<file path="src/rtl/vram_pkg.sv">
// Shared constants and types for the video-RAM arbiter slice.
// Owner tags identify which requester a returning read belongs to.
package vram_pkg;

    localparam int ADDR_W_DEF = 16;
    localparam int DATA_W_DEF = 16;
    localparam int STALL_W    = 16;

    typedef enum logic [1:0] {
        OWN_NONE = 2'd0,
        OWN_VGA  = 2'd1,
        OWN_CPU  = 2'd2
    } owner_t;

endpackage

</file>
<file path="src/rtl/vram_sat_counter.sv">
// Parameterised up-counter that sticks at all-ones; clear and reset both return it to zero.
module vram_sat_counter #(
    parameter int W = 16
) (
    input  logic         clk,
    input  logic         rst,
    input  logic         clr,
    input  logic         inc,
    output logic [W-1:0] cnt
);

    logic [W-1:0] cnt_r;

    // Count register: reset and clear dominate, increment stops at the all-ones value
    always_ff @(posedge clk) begin
        if (rst) begin
            cnt_r <= {W{1'b0}};
        end else if (clr) begin
            cnt_r <= {W{1'b0}};
        end else if (inc && (cnt_r != {W{1'b1}})) begin
            cnt_r <= cnt_r + {{(W-1){1'b0}}, 1'b1};
        end else begin
            cnt_r <= cnt_r;
        end
    end

    assign cnt = cnt_r;

endmodule

</file>
<file path="src/rtl/vram_arbiter.sv">
// Single-port VRAM arbiter between VGA scanout and CPU load/store, 2-cycle read return.
// Optional CPU fairness slot is built in when VRAM_ARB_FAIR_EN is defined.
module vram_arbiter
    import vram_pkg::*;
#(
    parameter int ADDR_W     = ADDR_W_DEF,
    parameter int DATA_W     = DATA_W_DEF,
    parameter int CPU_SLOT_N = 8
) (
    input  logic               CLK1_50,
    input  logic               RST,
    input  logic               vga_req,
    input  logic [ADDR_W-1:0]  vga_addr,
    output logic               vga_gnt,
    output logic               vga_rvalid,
    output logic [DATA_W-1:0]  vga_rdata,
    input  logic               cpu_req,
    input  logic               cpu_we,
    input  logic [ADDR_W-1:0]  cpu_addr,
    input  logic [DATA_W-1:0]  cpu_wdata,
    output logic               cpu_ack,
    output logic               cpu_rvalid,
    output logic [DATA_W-1:0]  cpu_rdata,
    output logic               mem_en,
    output logic               mem_we,
    output logic [ADDR_W-1:0]  mem_addr,
    output logic [DATA_W-1:0]  mem_wdata,
    input  logic [DATA_W-1:0]  mem_rdata,
    output logic [STALL_W-1:0] cpu_stall_cnt
);

    logic              force_cpu_s;
    logic              vga_xfer_s;
    logic              cpu_xfer_s;
    logic              mem_en_r;
    logic              mem_we_r;
    logic [ADDR_W-1:0] mem_addr_r;
    logic [DATA_W-1:0] mem_wdata_r;
    owner_t            tag1_r;
    owner_t            tag2_r;

    // Grant selection: VGA first unless a forced CPU slot is due; nothing granted in reset
    always_comb begin
        vga_gnt = 1'b0;
        cpu_ack = 1'b0;
        if (RST) begin
            vga_gnt = 1'b0;
            cpu_ack = 1'b0;
        end else if (force_cpu_s) begin
            vga_gnt = 1'b0;
            cpu_ack = cpu_req;
        end else begin
            vga_gnt = 1'b1;
            cpu_ack = cpu_req & ~vga_req;
        end
    end

    assign vga_xfer_s = vga_req & vga_gnt;
    assign cpu_xfer_s = cpu_req & cpu_ack;

`ifdef VRAM_ARB_FAIR_EN
    localparam int FAIR_W = $clog2(CPU_SLOT_N + 1);
    logic [FAIR_W-1:0] fair_cnt_s;

    // Counts VGA wins while the CPU waits; a CPU win or an idle CPU restarts it
    vram_sat_counter #(.W(FAIR_W)) u_fair_cnt (
        .clk (CLK1_50),
        .rst (RST),
        .clr (cpu_xfer_s | ~cpu_req),
        .inc (vga_xfer_s & cpu_req),
        .cnt (fair_cnt_s)
    );

    assign force_cpu_s = (fair_cnt_s == FAIR_W'(CPU_SLOT_N));
`else
    assign force_cpu_s = 1'b0;
`endif

    // RAM command register and owner tag pipeline; address/data hold on idle cycles
    always_ff @(posedge CLK1_50) begin
        if (RST) begin
            mem_en_r    <= 1'b0;
            mem_we_r    <= 1'b0;
            mem_addr_r  <= {ADDR_W{1'b0}};
            mem_wdata_r <= {DATA_W{1'b0}};
            tag1_r      <= OWN_NONE;
            tag2_r      <= OWN_NONE;
        end else begin
            mem_en_r <= vga_xfer_s | cpu_xfer_s;
            tag2_r   <= tag1_r;
            if (vga_xfer_s) begin
                mem_we_r   <= 1'b0;
                mem_addr_r <= vga_addr;
                tag1_r     <= OWN_VGA;
            end else if (cpu_xfer_s) begin
                mem_we_r    <= cpu_we;
                mem_addr_r  <= cpu_addr;
                mem_wdata_r <= cpu_wdata;
                tag1_r      <= cpu_we ? OWN_NONE : OWN_CPU;
            end else begin
                mem_we_r <= 1'b0;
                tag1_r   <= OWN_NONE;
            end
        end
    end

    vram_sat_counter #(.W(STALL_W)) u_stall_cnt (
        .clk (CLK1_50),
        .rst (RST),
        .clr (1'b0),
        .inc (cpu_req & ~cpu_ack),
        .cnt (cpu_stall_cnt)
    );

    assign mem_en     = mem_en_r;
    assign mem_we     = mem_we_r;
    assign mem_addr   = mem_addr_r;
    assign mem_wdata  = mem_wdata_r;
    assign vga_rvalid = (tag2_r == OWN_VGA);
    assign cpu_rvalid = (tag2_r == OWN_CPU);
    assign vga_rdata  = mem_rdata;
    assign cpu_rdata  = mem_rdata;

endmodule

</file>
<file path="config.mk">
export PLATFORM = sky130hd
export DESIGN_NAME = vram_arbiter
export DESIGN_NICKNAME = d
export VERILOG_FILES = /design/src/rtl/vram_pkg.sv /design/src/rtl/vram_sat_counter.sv /design/src/rtl/vram_arbiter.sv
export SDC_FILE = /design/constraint.sdc
export NUM_CORES = 1
export LEC_CHECK = 0
export CAP_MARGIN = 20
export CELL_PAD_IN_SITES_DETAIL_PLACEMENT = 1
export CELL_PAD_IN_SITES_GLOBAL_PLACEMENT = 2
export CORE_ASPECT_RATIO = 0.5
export CORE_MARGIN = 3
export CORE_UTILIZATION = 20
export CTS_CLUSTER_DIAMETER = 50
export DETAILED_ROUTE_END_ITERATION = 16
export PLACE_DENSITY = 0.8
export SETUP_SLACK_MARGIN = 0.2
export SYNTH_ARGS = -nofsm -noshare
export SYNTH_HDL_FRONTEND = slang
export SYNTH_SLANG_ARGS = --single-unit
</file>
<file path="constraint.sdc">
create_clock -name CLK1_50 -period 2.1 [get_ports CLK1_50]
set_input_delay 0.315 -clock CLK1_50 [delete_from_list [all_inputs] [get_ports CLK1_50]]
set_output_delay 0.315 -clock CLK1_50 [all_outputs]
set_load 0.02 [all_outputs]
</file>
==> impl_results.md <==
* HP Class: flip-flop to flip-flop
* Sequential share of the synthesized area at 41.8%
* Max-slew violation count at 0
* Post-synth top area cell: dfxtp_1
* TritonRoute pass-1 iters at 4
* Kind of critical path: primary input to flip-flop
* Avg Inst Size Synth at 8.45 um2
* Slew margin rel. at 60.0%
* GRT Total Usage at 10.7%
* Worst Path Buf+Inv at 1
* Die Span X at 167 um
* Io pins at 155
* CP max FO at 13
* Setup crit end kind: flip-flop
* Largest net degree at the start of global routing at 37
* Core ar. at 0.0122 mm2
* Fin crit period at 1.81 ns
* DR WL/cell at 14.6 um
* Yosys reg bits at 54
* Count of final setup violators at 0
* First-pass GRT wire length at 12400 um
* Dpl ws at -0.00894 ns
* Setup TNS Final at 0 ns
* Starting DRC count in detailed routing at 94
* Detail Route Antenna Nets at 0
* R2r startpoint: u_stall_cnt.cnt[1]$_SDFFE_PP0P_
* Final nets at 453
* Crit path max-delay family: simple AND/OR/NAND/NOR gates
* Final setup margin at 0.295 ns
* CP arrival at 2.02 ns
* Antenna Cells at 0
* Clock latency at the later pin of the worst-skew pair at 0.29 ns
* Placed inst area at 0.00363 mm2
* Synth Instances at 306
* Crit path required time at 2.32 ns
* Final Hold Fails at 0
* WL final at 8010 um
* CTS Sinks at 54
* Dpl hpwl at 5840 um
* Fmax at 0.554 GHz
* Die Height at 86.4 um
* Syn Nets at 376
* Worst setup SP type: primary input
* Fin crit share at 86.0%
* Top area cells in the synthesized netlist: dfxtp_1, buf_4, mux2i_1, nand2_1, nor2_1
* Clock-pin slew on the worst setup and hold paths at 0.07 ns
* IO buf count at 106
* Synth cell types at 41
* Crit path cell chain: clkdlybuf4s50_1 -> o21ai_2 -> or4_2 -> a21oi_1
* Initial core utilization at 21.2%
* Status: finished, final reports clean
* Final Power at 2340 uW
* Critical path endpoint: u_stall_cnt.cnt[3]$_SDFFE_PP0P_
* Initial antenna violation count at 0
* Layout Utilization at 31.0%
* Clock Path Buffers at 2
* CTS tree: yes
* Max incr delay on CP at 0.69 ns
* Ys Warns at 0
* Power Dens Cells at 618 mW/mm2
* Final RePlAce weighted congestion at 0.747
* Vias in the first global route at 2315
* Slowest cell on crit path: or4_2
* Layout cell share with drive strength beyond 1 at 8.07%
* RSZ-0062 raised after global routing: yes
* Total CTS buffers at 5
* FILL cells at 1411
* Critical path depth at 4
* Top cell type's share of synthesized area at 41.8%
* Static leakage at 0.00142 uW
* Residual DRC at 0
* Mapped Area at 0.00259 mm2
* Worst VDD drop at 291 uV
* Vias at 2327
* R2R depth at 6
* Max-Cap Viols at 0
* Worst Setup SP: RST
* Area delta synth->final at 46.3%
* Row count at 28
* Final Cell Area at 0.00378 mm2
* Grt ovf at 0
* Reg2reg end: u_stall_cnt.cnt[3]$_SDFFE_PP0P_
* Actual slew at the worst max-slew pin at 0.600 ns
* FF-to-FF setup slack at 0.31 ns
* H-tree levels at 2
* Clk_skew at 0.00329 ns
* Die ar. at 0.0144 mm2
* CTS Root Cell: clkbuf_16
* Via/cell ratio at 4.24
cell usage after synthesis (all sizes together):
| master | number |
|---|---|
| a211oi | 1 |
| a21oi | 27 |
| a311oi | 1 |
| a31oi | 1 |
| a41o | 1 |
| and2 | 1 |
| and3 | 3 |
| and4 | 1 |
| buf | 39 |
| clkbuf | 10 |
| dfxtp | 54 |
| ha | 1 |
| inv | 4 |
| mux2 | 1 |
| mux2i | 18 |
| nand2 | 38 |
| nand3 | 6 |
| nand4 | 5 |
| nor2 | 38 |
| nor2b | 7 |
| nor3 | 2 |
| nor3b | 2 |
| nor4 | 3 |
| o2111ai | 1 |
| o211a | 1 |
| o211ai | 1 |
| o21a | 1 |
| o21ai | 21 |
| o31ai | 7 |
| or3 | 3 |
| or4 | 7 |
worst register-to-register path: stages, from the launching register on:
cell     delay (ns)
dfxtp_1        0.35
ha_1           0.24
nand4_2        0.14
nor4_4         0.04
buf_4          0.17
or4_2          0.61
a21oi_1        0.17
where the power goes:
part / internal, uW / leakage, uW / switching [uW] / total [uW]
Sequential: 1070 / 0.000442 / 22.2 / 1090
Combinational: 209 / 0.000904 / 181 / 390
Clock: 475 / 0.0000739 / 384 / 859
layout make-up:
type                            instances  area, um2  share of cell area, %
Clock inverter                          1       5.00                  0.132
Clock buffer                            7        143                   3.77
Timing Repair Buffer                  119       1160                   30.6
Inverter                                4       15.0                  0.397
Sequential cell                        54       1080                   28.6
Multi-Input combinational cell        199       1170                   31.0
Tap cell                              165        206                   5.45
worst min path at each step:
stage | depth (start not counted) | slack (ns) | startpoint | end
6_report | 1 | 0.44 | tag1_r[1]$_SDFF_PP0_ | tag2_r[1]$_SDFF_PP0_
3_3_place_gp | 1 | 0.42 | tag1_r[0]$_SDFF_PP0_ | tag2_r[0]$_SDFF_PP0_
5_1_grt | 1 | 0.46 | tag1_r[1]$_SDFF_PP0_ | tag2_r[1]$_SDFF_PP0_
2_1_floorplan | 1 | 0.39 | cpu_we | tag1_r[1]$_SDFF_PP0_
4_1_cts | 1 | 0.44 | tag1_r[1]$_SDFF_PP0_ | tag2_r[1]$_SDFF_PP0_
3_5_place_dp | 1 | 0.43 | tag1_r[1]$_SDFF_PP0_ | tag2_r[1]$_SDFF_PP0_
cell usage in the layout (no fill, tap or decap), types with 2 or more instances in the layout:
master,instances
clkdlybuf4s50_1,104
nor2_1,38
nor3_1,2
nor2b_1,7
mux2i_1,18
or4_1,4
or3_1,2
o21ai_0,20
nand3_1,6
dfxtp_1,54
o31ai_1,7
and3_1,3
nor4_4,2
nand4_1,3
a21oi_1,27
inv_1,4
clkbuf_16,5
buf_4,13
or4_2,3
nand2_1,38
registers in the layout, summed over array words and instances (netlist names):
| signal | cells |
|---|---|
| tag2_r | 2 |
| tag1_r | 2 |
| mem_en | 1 |
| mem_we | 1 |
| mem_addr | 16 |
| u_stall_cnt.cnt | 16 |
| mem_wdata | 16 |
per-layer routing:
layer | track usage [%] | routed length (um)
met1 | 13.7 | 3690
met2 | 18.9 | 4030
met3 | 2.10 | 208
met4 | 2.40 | 77
met5 | 0 | 0
cells by family (layout without fill, tap and decap cells):
logic type / count (synthesis) / after routing / synth area share (%)
and+or+nand+nor: 116 / 116 / 23.3
adders and majority gates: 1 / 1 / 0.484
buffers and inverters: 53 / 131 / 13.0
muxes: 19 / 19 / 7.40
DFF: 54 / 54 / 41.8
AOI/OAI and AO/OA: 63 / 63 / 14.0
through the flow:
stage / std cells / hold WS (ns)
after global placement: 540 / 0.417
after global routing: 549 / 0.459
after CTS: 548 / 0.443
after floorplan: 306 / 0.387
final: 549 / 0.438
after detailed placement: 540 / 0.425
repair_timing:
item | in CTS | in global routing
cloned | 0 | 0
pin swaps | 0 | 1
setup endpoints to repair | 1 | 9
resized for setup | 1 | 1
setup buffers | 0 | 1
hold endpoints to repair | 0 | 0
hold buffers | 0 | 0
(Power assumes the default switching activity.)
